===== config.mk =====
export PLATFORM = sky130hd
export DESIGN_NAME = apb_requester
export DESIGN_NICKNAME = d
export VERILOG_FILES = /design/src/rtl/apb_requester.sv
export SDC_FILE = /design/constraint.sdc
export NUM_CORES = 1
export LEC_CHECK = 0
export CORE_MARGIN = 5
export CORE_UTILIZATION = 42
export DETAILED_ROUTE_END_ITERATION = 7
export PLACE_DENSITY = 0.81
export SLEW_MARGIN = 15
export SYNTH_ARGS = -nofsm -noshare
export SYNTH_HDL_FRONTEND = slang
export SYNTH_SLANG_ARGS = --single-unit

===== constraint.sdc =====
create_clock -name PCLK -period 2.7 [get_ports PCLK]
set_input_delay 0.54 -clock PCLK [delete_from_list [all_inputs] [get_ports PCLK]]
set_output_delay 0.54 -clock PCLK [all_outputs]
set_load 0.02 [all_outputs]

===== src/rtl/apb_requester.sv =====
// APB4 requester: turns one valid/ready host request at a time into an APB SETUP/ACCESS transfer.
// It returns a held response, and a wait-state timeout guarantees the host always gets an answer.
module apb_requester #(
  parameter int ADDR_WIDTH     = 32,
  parameter int DATA_WIDTH     = 32,
  parameter int TIMEOUT_CYCLES = 256
) (
  input  logic                    PCLK,
  input  logic                    PRESETn,
  input  logic                    req_valid,
  output logic                    req_ready,
  input  logic                    req_write,
  input  logic [ADDR_WIDTH-1:0]   req_addr,
  input  logic [DATA_WIDTH-1:0]   req_wdata,
  input  logic [DATA_WIDTH/8-1:0] req_strb,
  input  logic [2:0]              req_prot,
  output logic                    rsp_valid,
  input  logic                    rsp_ready,
  output logic [DATA_WIDTH-1:0]   rsp_rdata,
  output logic                    rsp_error,
  output logic                    rsp_timeout,
  output logic                    PSEL,
  output logic                    PENABLE,
  output logic                    PWRITE,
  output logic [ADDR_WIDTH-1:0]   PADDR,
  output logic [DATA_WIDTH-1:0]   PWDATA,
  output logic [DATA_WIDTH/8-1:0] PSTRB,
  output logic [2:0]              PPROT,
  input  logic                    PREADY,
  input  logic                    PSLVERR,
  input  logic [DATA_WIDTH-1:0]   PRDATA
);

  localparam logic [1:0] IDLE   = 2'd0;
  localparam logic [1:0] SETUP  = 2'd1;
  localparam logic [1:0] ACCESS = 2'd2;
  localparam logic [1:0] RESP   = 2'd3;

  localparam bit TIMEOUT_EN = (TIMEOUT_CYCLES > 0);
  // A disabled timeout still keeps a 1-bit counter so no zero-width vector exists.
  localparam int CNT_W = TIMEOUT_EN ? $clog2(TIMEOUT_CYCLES + 1) : 1;
  localparam logic [CNT_W-1:0] CNT_LAST = CNT_W'(TIMEOUT_EN ? TIMEOUT_CYCLES - 1 : 0);
  localparam logic [CNT_W-1:0] CNT_MAX  = '1;

  logic [1:0]       state;
  logic [CNT_W-1:0] wait_cnt;

  assign req_ready = (state == IDLE);
  assign rsp_valid = (state == RESP);
  assign PSEL      = (state == SETUP) || (state == ACCESS);
  assign PENABLE   = (state == ACCESS);

  // NOTE: every register is written with non-blocking assignments so all of them update together on the edge.
  // The APB address/data registers are reset too, because every output must read 0 in reset.
  always_ff @(posedge PCLK or negedge PRESETn) begin
    if (!PRESETn) begin
      state       <= IDLE;
      wait_cnt    <= '0;
      PWRITE      <= 1'b0;
      PADDR       <= '0;
      PWDATA      <= '0;
      PSTRB       <= '0;
      PPROT       <= '0;
      rsp_rdata   <= '0;
      rsp_error   <= 1'b0;
      rsp_timeout <= 1'b0;
    end else begin
      case (state)
        IDLE: begin
          if (req_valid) begin
            PWRITE <= req_write;
            PADDR  <= req_addr;
            PWDATA <= req_wdata;
            PSTRB  <= req_write ? req_strb : '0;
            PPROT  <= req_prot;
            state  <= SETUP;
          end
        end
        SETUP: begin
          wait_cnt <= '0;
          state    <= ACCESS;
        end
        ACCESS: begin
          if (PREADY) begin
            rsp_error <= PSLVERR;
            rsp_rdata <= (!PWRITE && !PSLVERR) ? PRDATA : '0;
            state     <= RESP;
          end else if (TIMEOUT_EN && (wait_cnt == CNT_LAST)) begin
            rsp_error   <= 1'b1;
            rsp_timeout <= 1'b1;
            rsp_rdata   <= '0;
            state       <= RESP;
          end else if (wait_cnt != CNT_MAX) begin
            wait_cnt <= wait_cnt + CNT_W'(1);
          end
        end
        RESP: begin
          if (rsp_ready) begin
            rsp_error   <= 1'b0;
            rsp_timeout <= 1'b0;
            rsp_rdata   <= '0;
            state       <= IDLE;
          end
        end
        default: state <= IDLE;
      endcase
    end
  end

endmodule


# After elaboration in Yosys (flattened, before gate mapping)
# Cells that the tools add are included.
[totals]
regBits = 117
elab_cells = 56
out_inout_bits = 110
[op_classes]
add_sub_neg = 1
mux = 21
eq_ne = 12
n_reduce_logical = 12
[op_table]
columns = ["operator", "n"]
rows = [
  ["two-way mux 32 bit", 4],
  ["one-hot mux 32 bit (2 select lines)", 1],
  ["two-way mux 9 bit", 3],
  ["one-hot mux 9 bit (2 select lines)", 1],
  ["adder 9 x 1 -> 9 bit, second input constant", 1],
  ["equality test 9 x 8 -> 1 bit, second input constant", 1],
  ["!= test 9 bit, second input constant", 1],
  ["two-way mux 2 bit", 4],
  ["one-hot mux 2 bit (4 select lines)", 1],
  ["AND reduction 4 bit", 2],
  ["!= test 2 x 1 -> 1 bit, second input constant", 3],
  ["!= test 2 bit, second input constant", 3],
  ["AND reduction 3 bit", 2],
  ["equality test 2 bit, second input constant", 2],
  ["two-way mux 1 bit", 4],
  ["two-way mux 4 bit", 1],
  ["one-hot mux 1 bit (2 select lines)", 2],
  ["nonzero test 2 bit", 2],
  ["!= test 3 x 1 -> 1 bit, second input constant", 1],
  ["equality test 2 x 1 -> 1 bit, second input constant", 1],
  ["logical NOT 1 bit", 2],
  ["logical NOT 2 bit", 1],
  ["AND reduction 2 bit", 1],
  ["logical AND 1 bit", 1],
  ["logical OR 1 bit", 1],
]

# Longest topological paths before layout
# Gate-level depths: netlist of the first run.
[depth]
depth_word = 5
mapped_depth = 9
depth_no_buf = 7

# Worst setup path after synthesis of the first run
# Ideal clock, no wire load.
[synth_timing]
kind = "reg2reg"
from = "register wait_cnt[0]"
to = "register wait_cnt[7]"
setup_time_ns = 0.077
setup_slack_ns = 0.478
path_buffers = 1
path_stages_with_launch = 9
arrival_ns = 2.144
required_ns = 2.623
cell_sequence = "dfrtp_1 ha_1 nand3_1 nor2_1 ha_1 or4b_1 buf_2 or4_1 a21oi_1"
[synth_between]
elab_chain_cells = 5
word_cells_on_any_way = 10
classes_between = "add/sub (1); eq/ne (4); mux (4); reduce/logical (1)"
[synth_lines]
columns = ["element", "line_no", "text"]
rows = [
  ["start: declaration", "46", "logic [CNT_W-1:0] wait_cnt;"],
  ["start signal: assignment", "94", "wait_cnt <= wait_cnt + CNT_W'(1);"],
  ["adder 9 x 1 -> 9 bit", "94", ""],
  ["two-way mux 9 bit", "93", "end else if (wait_cnt != CNT_MAX) begin"],
  ["two-way mux 9 bit", "88", "end else if (TIMEOUT_EN && (wait_cnt == CNT_LAST)) begin"],
  ["two-way mux 9 bit", "84", "if (PREADY) begin"],
  ["one-hot mux 9 bit (2 select lines)", "68", "case (state)"],
]
# Parallel ways exist; a longest one is shown, timed or not. The select of a mux whose other input is x is not followed.
# A chain may end at the register's enable or synchronous reset.

# Worst setup path after layout of the first run
[layout_timing]
from = "register state[0]"
to = "output PENABLE"
[layout_between]
elab_chain_cells = 1
[layout_lines]
columns = ["element", "line_no", "text"]
rows = [
  ["start: declaration", "45", "logic [1:0] state;"],
  ["start signal: assignment", "57", "state <= IDLE;"],
  ["start signal: assignment", "76", "state <= SETUP;"],
  ["start signal: assignment", "81", "state <= ACCESS;"],
  ["equality test 2 bit", "51", "assign PENABLE = (state == ACCESS);"],
  ["end: declaration", "23", "output logic PENABLE,"],
]
# Every way passes these cells.

==> flow_metrics.tcl, run 1 <==
set metrics [dict create \
    met2_usage_pct 30.9 \
    drv_cap 0 \
    final_nets 724 \
    criticalPathCategory "reg2out" \
    synth_area_sq_um 4810 \
    synthAdderAreaFrac_pct 2.08 \
    synthMuxAreaShare_pct 23.2 \
    wirelength_um 12700 \
    grt.busiest_layer "met2" \
    first_global_vias 3969 \
    min_period_ns 2.49 \
    yosys.area_share.simple_pct 6.29 \
    wl_per_cell_um 16.7 \
    endpoint_kind "output port" \
    antenna_found_initial 0 \
    cts_root_buffer "clkbuf_16" \
    grt_pass1_wl_um 20000 \
    drive_above_1_share_pct 18.4 \
    cts_buffers 17 \
    die_y_um 117 \
    final_common_cell "clkdlybuf4s50_1" \
    grt_util_met1_pct 21.8 \
    synth_compound_area_share_pct 3.02 \
    vdd_ir_drop_max_mv 0.876 \
    async_flop_share_pct 100 \
    tightest_slew_ns 0.587 \
    path_max_fanout 9 \
    cts_tree "yes" \
    synth_top_family_by_area "multiplexers" \
    core_area_sq_um 11300 \
    p_per_area_nw_per_um2 1270 \
    num_rows 39 \
    die_area_sq_um 13700 \
    grt_usage_pct 19.1 \
    hold_class "in2async" \
    max_freq_ghz 0.402 \
    vias 3662 \
    synth_seq_cells 117 \
    cts_setup_buffers 0 \
    setup_violations 0 \
    path_cells "inv_1, ha_1, clkdlybuf4s50_1" \
    ys_warn_count 0 \
    viasPerCell 4.81 \
    layout_common_cells "clkdlybuf4s50_1 (218), dfrtp_1 (117), mux2_2 (70), nand2_1 (42), inv_1 (41)" \
    die_x_um 117 \
    hpwlAfterDp_um 9300 \
    portBuffers 219 \
    finalClockSkew_ns 0.00797 \
    detail-route-antenna-nets 0 \
    slowest_stage "clkdlybuf4s50_1" \
    ctsHoldBuffers 0 \
    ios 220 \
    finalCritPeriodShare_pct 92.1 \
    maxSlewHeadroom_pct 60.9 \
    dr.pass1.iters 6 \
    worst-endpoint-required_ns 2.16 \
    grt-ovfl-total 0 \
    syn-instance-count 374 \
    cts_buffer_depth 2 \
    final.fill_count 803 \
    cts-resized-gates 0 \
    drc_errors 0 \
    rsz0062_at_grt "no" \
    r2r_slack_ns 0.30 \
    crit_arrival_ns 1.95 \
    synth_flop_cell "dfrtp_1" \
    insertion_delay_ns 0.41 \
    yosysSeqAreaShare_pct 60.8 \
    placedInstanceArea_sq_um 7220 \
    drt_iter0_markers 262 \
    crit_path_start_kind "register" \
    finalInstanceArea_sq_um 7880 \
    syn_nets 492 \
    cts_htree_levels 4 \
    antenna_cells_inserted 0 \
    crit_buf_inv 2 \
    hold_viol 0 \
    stdcell_count 761 \
    path_clk_slew_ns 0.05 \
    clock-sinks 117 \
    grt.met3_usage_pct 9.00 \
    syn_avg_cell_area_sq_um 12.9 \
    cpPeakStageDelay_ns 0.68 \
    synth_xor_area_share_pct 0 \
    fin_setup_tns_ns 0 \
    routabilityCongestion 0.797 \
    start_util_pct 42.5 \
    grt_max_degree 58 \
    p_leak_uw 0.00337 \
    status "finished clean" \
    path_delay_family "buffers and inverters" \
    yosysUniqueCellTypes 28 \
    placed_cells 730 \
    drv_slew 0 \
    synthToLayoutAreaGrowth_pct 63.6 \
    synth-edff-count 0 \
]
==> report_power, final <==
part           leakage [uW]  internal, uW  total, uW  switching (uW)
clock network      0.000322          1720       2490             764
logic               0.00158          2360       4580            2220
registers           0.00147          2550       2970             426
total               0.00337          6630      10000            3410
==> layer usage <==
metal  vias up  share of wire [%]
li1       1724                  -
met1      1760                 37
met2       156                 49
met3        22                 11
met4         0                2.1
met5         -                  0
==> worst register-to-register path, stage by stage, from the launching register on <==
cell      delay [ns]
dfrtp_1         0.40
ha_1            0.24
nand3_1         0.07
nor2_1          0.06
ha_1            0.22
or4b_1          0.57
buf_4           0.20
o311ai_0        0.36
o41ai_1         0.14
==> cell usage after synthesis (all sizes together) (4+ instances only) <==
master | number | share of area (%)
mux2 | 70 | 16
mux2i | 33 | 6.9
o21ai | 10 | 1.0
clkbuf | 12 | 0.94
ha | 8 | 2.1
buf | 4 | 0.42
a21oi | 4 | 0.42
nand3 | 6 | 0.62
nand2 | 43 | 3.4
dfrtp | 117 | 61
inv | 41 | 3.2
==> area by class of cell <==
class                      instances  area, sq um  area share [%]
tap                              143          179            2.27
clock buffer                      22          484            6.15
sequential                       117         2930            37.2
inverter                          41          154            1.95
clock inverter                     9          173            2.19
timing repair buffer             229         2280            28.9
multi-input combinational        200         1680            21.4
==> flip-flops by register name (all words and copies together) (netlist names) <==
| signal | flops |
|---|---|
| PADDR | 32 |
| PWDATA | 32 |
| rsp_rdata | 32 |
| wait_cnt | 9 |
| PSTRB | 4 |
| PPROT | 3 |
| state | 2 |
| PWRITE | 1 |
| rsp_error | 1 |
| rsp_timeout | 1 |
==> final timing paths <==
kind | end | depth (start not counted) | from
setup / recovery | PENABLE | 3 | state[0]
hold / removal | rsp_rdata[13] | 1 | PRESETn
setup reg to reg | wait_cnt[6] | 8 | wait_cnt[0]
min in group PCLK | PSTRB[0] | 2 | PSTRB[0]
hold reg to reg | PSTRB[0] | 2 | PSTRB[0]
max in group asynchronous | PWDATA[19] | 2 | PRESETn
==> kinds of logic after synthesis <==
kind of cell | count (synthesis)
buf+inv | 57
simple gates | 66
compound gates | 23
fa+ha+maj | 8
mux | 103
flops | 117
==> through the flow <==
stage / util (%) / total power, uW / setup WS [ns] / hold WS [ns]
after floorplan: - / 5380 / 0.478 / 0.244
after global placement: 63.8 / 7480 / 0.421 / 0.463
after detailed placement: 63.8 / 7590 / 0.312 / 0.469
after CTS: 69.6 / 10200 / 0.189 / 0.144
after global routing: 69.6 / 10600 / 0.105 / 0.168
final: 69.6 / 10000 / 0.213 / 0.132
Power figures use the tool's default switching activity.
==> inputs of run 2 (changes only) <==
--- a/config.mk
+++ b/config.mk
@@ -5,10 +5,11 @@
 export SDC_FILE = /design/constraint.sdc
 export NUM_CORES = 1
 export LEC_CHECK = 0
+export ABC_AREA = 1
 export CORE_MARGIN = 5
 export CORE_UTILIZATION = 42
 export DETAILED_ROUTE_END_ITERATION = 7
-export PLACE_DENSITY = 0.81
+export PLACE_DENSITY = 0.8
 export SLEW_MARGIN = 15
 export SYNTH_ARGS = -nofsm -noshare
 export SYNTH_HDL_FRONTEND = slang
==> run 2 against run 1 <==
Sequential power is essentially flat; total power is 3.6% lower; largest cell class unchanged; flip-flop and latch count unchanged; first-iteration DRC count up 81%; largest power group unchanged; critical endpoint unchanged; highest routed layer unchanged; via count grew 22%; synthesized cell count up 49%; final cell count is 23% higher; global-route usage is 1.3 points higher; cell area is 0.41% lower.
==> flow_metrics.tcl, run 2 <==
set metrics [dict create \
    drt_iter0_markers 474 \
    detail-route-antenna-nets 0 \
    hpwlAfterDp_um 10500 \
    antenna_found_initial 0 \
    num_rows 39 \
    final_nets 896 \
    first_global_vias 4491 \
    yosys.area_share.simple_pct 26.8 \
    grt_usage_pct 20.4 \
    insertion_delay_ns 0.40 \
    yosysSeqAreaShare_pct 58.7 \
    wl_per_cell_um 15.6 \
    cts_htree_levels 4 \
    timing.rr.end "rsp_rdata[2]" \
    start_util_pct 43.3 \
    max_freq_ghz 0.400 \
    synth_common_cells "nand2_1 (290), dfrtp_1 (117), inv_1 (21)" \
    endpoint_kind "output port" \
    cts_buffers 17 \
    final_common_cell "nand2_1" \
    drv_slew 0 \
    worst-endpoint-required_ns 2.16 \
    finalClockSkew_ns 0.00627 \
    viasPerCell 4.77 \
    rsz0062_at_grt "no" \
    synthMuxAreaShare_pct 0 \
    antenna_cells_inserted 0 \
    final.fill_count 873 \
    cts-resized-gates 0 \
    stdcell_count 934 \
    cts_tree "yes" \
    maxSlewHeadroom_pct 58.1 \
    synthAdderAreaFrac_pct 2.01 \
    drc_errors 0 \
    ys_warn_count 0 \
    routabilityCongestion 0.868 \
    regArea_sq_um 2930 \
    holdWs_ns 0.222 \
    syn-instance-count 558 \
    synth.most_common_cell "nand2_1" \
    fin_setup_tns_ns 0 \
    synth_compound_area_share_pct 6.98 \
    reg2reg_depth 12 \
    synth_xor_area_share_pct 0 \
    r2r_slack_ns 0.46 \
    status "finished clean" \
    async_flop_share_pct 100 \
    setup_violations 0 \
    reg_top3 "PADDR (32), PWDATA (32), rsp_rdata (32)" \
    clock-sinks 117 \
    cts_root_buffer "clkbuf_16" \
    multi_input_area_sq_um 1790 \
    p_leak_uw 0.00371 \
    hold_class "in2async" \
    syn_avg_cell_area_sq_um 8.93 \
    synth_area_sq_um 4980 \
    yosysUniqueCellTypes 24 \
    die_y_um 119 \
    core_area_sq_um 11500 \
    portBuffers 219 \
    grt_pass1_wl_um 23000 \
    yosys-top-cells-area "dfrtp_1 (59%), nand2_1 (22%), o21ai_2 (3.5%)" \
    grt-ovfl-total 0 \
    synth_top_area_share_pct 58.7 \
    synth_seq_cells 117 \
    worstReg2RegStart "wait_cnt[1]" \
    path_clk_slew_ns 0.05 \
    path_max_fanout 8 \
    min_period_ns 2.50 \
    wirelength_um 14600 \
    die_x_um 119 \
    finalCritPeriodShare_pct 92.6 \
    synth_top_family_by_area "simple AND/OR/NAND/NOR gates" \
    synthToLayoutAreaGrowth_pct 57.4 \
    ios 220 \
    cts_buffer_depth 2 \
    crit_arrival_ns 1.96 \
    syn_nets 676 \
    synth-edff-count 0 \
    cts_setup_buffers 0 \
    layout_common_cells "nand2_1 (289), clkdlybuf4s50_1 (218), dfrtp_1 (117), inv_1 (21), o21ai_2 (20)" \
    synth_flop_cell "dfrtp_1" \
    crit_path_start_kind "register" \
    dr.pass1.iters 4 \
    vdd_ir_drop_max_mv 0.645 \
    grt_max_degree 118 \
    drive_above_1_share_pct 10.5 \
    drv_cap 0 \
    criticalPathCategory "reg2out" \
    yosysTopAreaCell "dfrtp_1" \
    ctsHoldBuffers 0 \
    hold_viol 0 \
    fin_util_pct 68.1 \
    die_area_sq_um 14100 \
    tightest_slew_ns 0.628 \
    placed_cells 902 \
    p_per_area_nw_per_um2 1230 \
    vias 4452 \
]
[run 2: per-layer routing]
metal	vias to the layer above	global-route usage, %	part of all wire [%]
met5	-	0	0
li1	2166	-	-
met2	178	35.0	50
met3	23	6.59	7.2
met1	2085	23.5	40
met4	0	8.76	2.4
[run 2: worst max-delay path, stage by stage, from the launching register on]
cell,delay [ns]
dfrtp_1,0.40
inv_1,0.13
ha_1,0.36
clkdlybuf4s50_1,0.67
[run 2: worst max path at each step]
stage	startpoint	to	slack (ns)	cells after the start
3_3_place_gp	wait_cnt[1]	rsp_rdata[25]	0.63	12
3_5_place_dp	wait_cnt[1]	rsp_rdata[30]	0.50	12
4_1_cts	state[0]	PENABLE	0.18	3
5_1_grt	state[0]	PENABLE	0.13	3
6_report	state[0]	PENABLE	0.20	3
2_1_floorplan	wait_cnt[0]	rsp_rdata[0]	0.92	11
[run 2: kinds of logic after synthesis]
group	count (synthesis)
AOI/OAI and AO/OA	53
adders and majority gates	8
buffers and inverters	48
DFF	117
and+or+nand+nor	332
[run 2: cell type report]
cell class	instances	share of cell area, %
Inverter	23	1.10
Tap cell	143	2.28
Timing Repair Buffer	226	29.2
Multi-Input combinational cell	393	22.8
Clock buffer	21	6.00
Sequential cell	117	37.3
Clock inverter	11	1.29
[run 2: metrics by stage]
stage / setup slack (ns) / power (uW) / instance area [sq um]
floorplan: 0.918 / 5560 / 4980
global placement: 0.628 / 7450 / 7270
detailed placement: 0.503 / 7590 / 7270
CTS: 0.185 / 9780 / 7840
global route: 0.128 / 10200 / 7840
finish: 0.199 / 9670 / 7840
[run 2: report_power, final]
part,total [uW],switching (uW),internal (uW)
clock network,2130,788,1340
logic,4590,2570,2020
registers,2960,460,2500
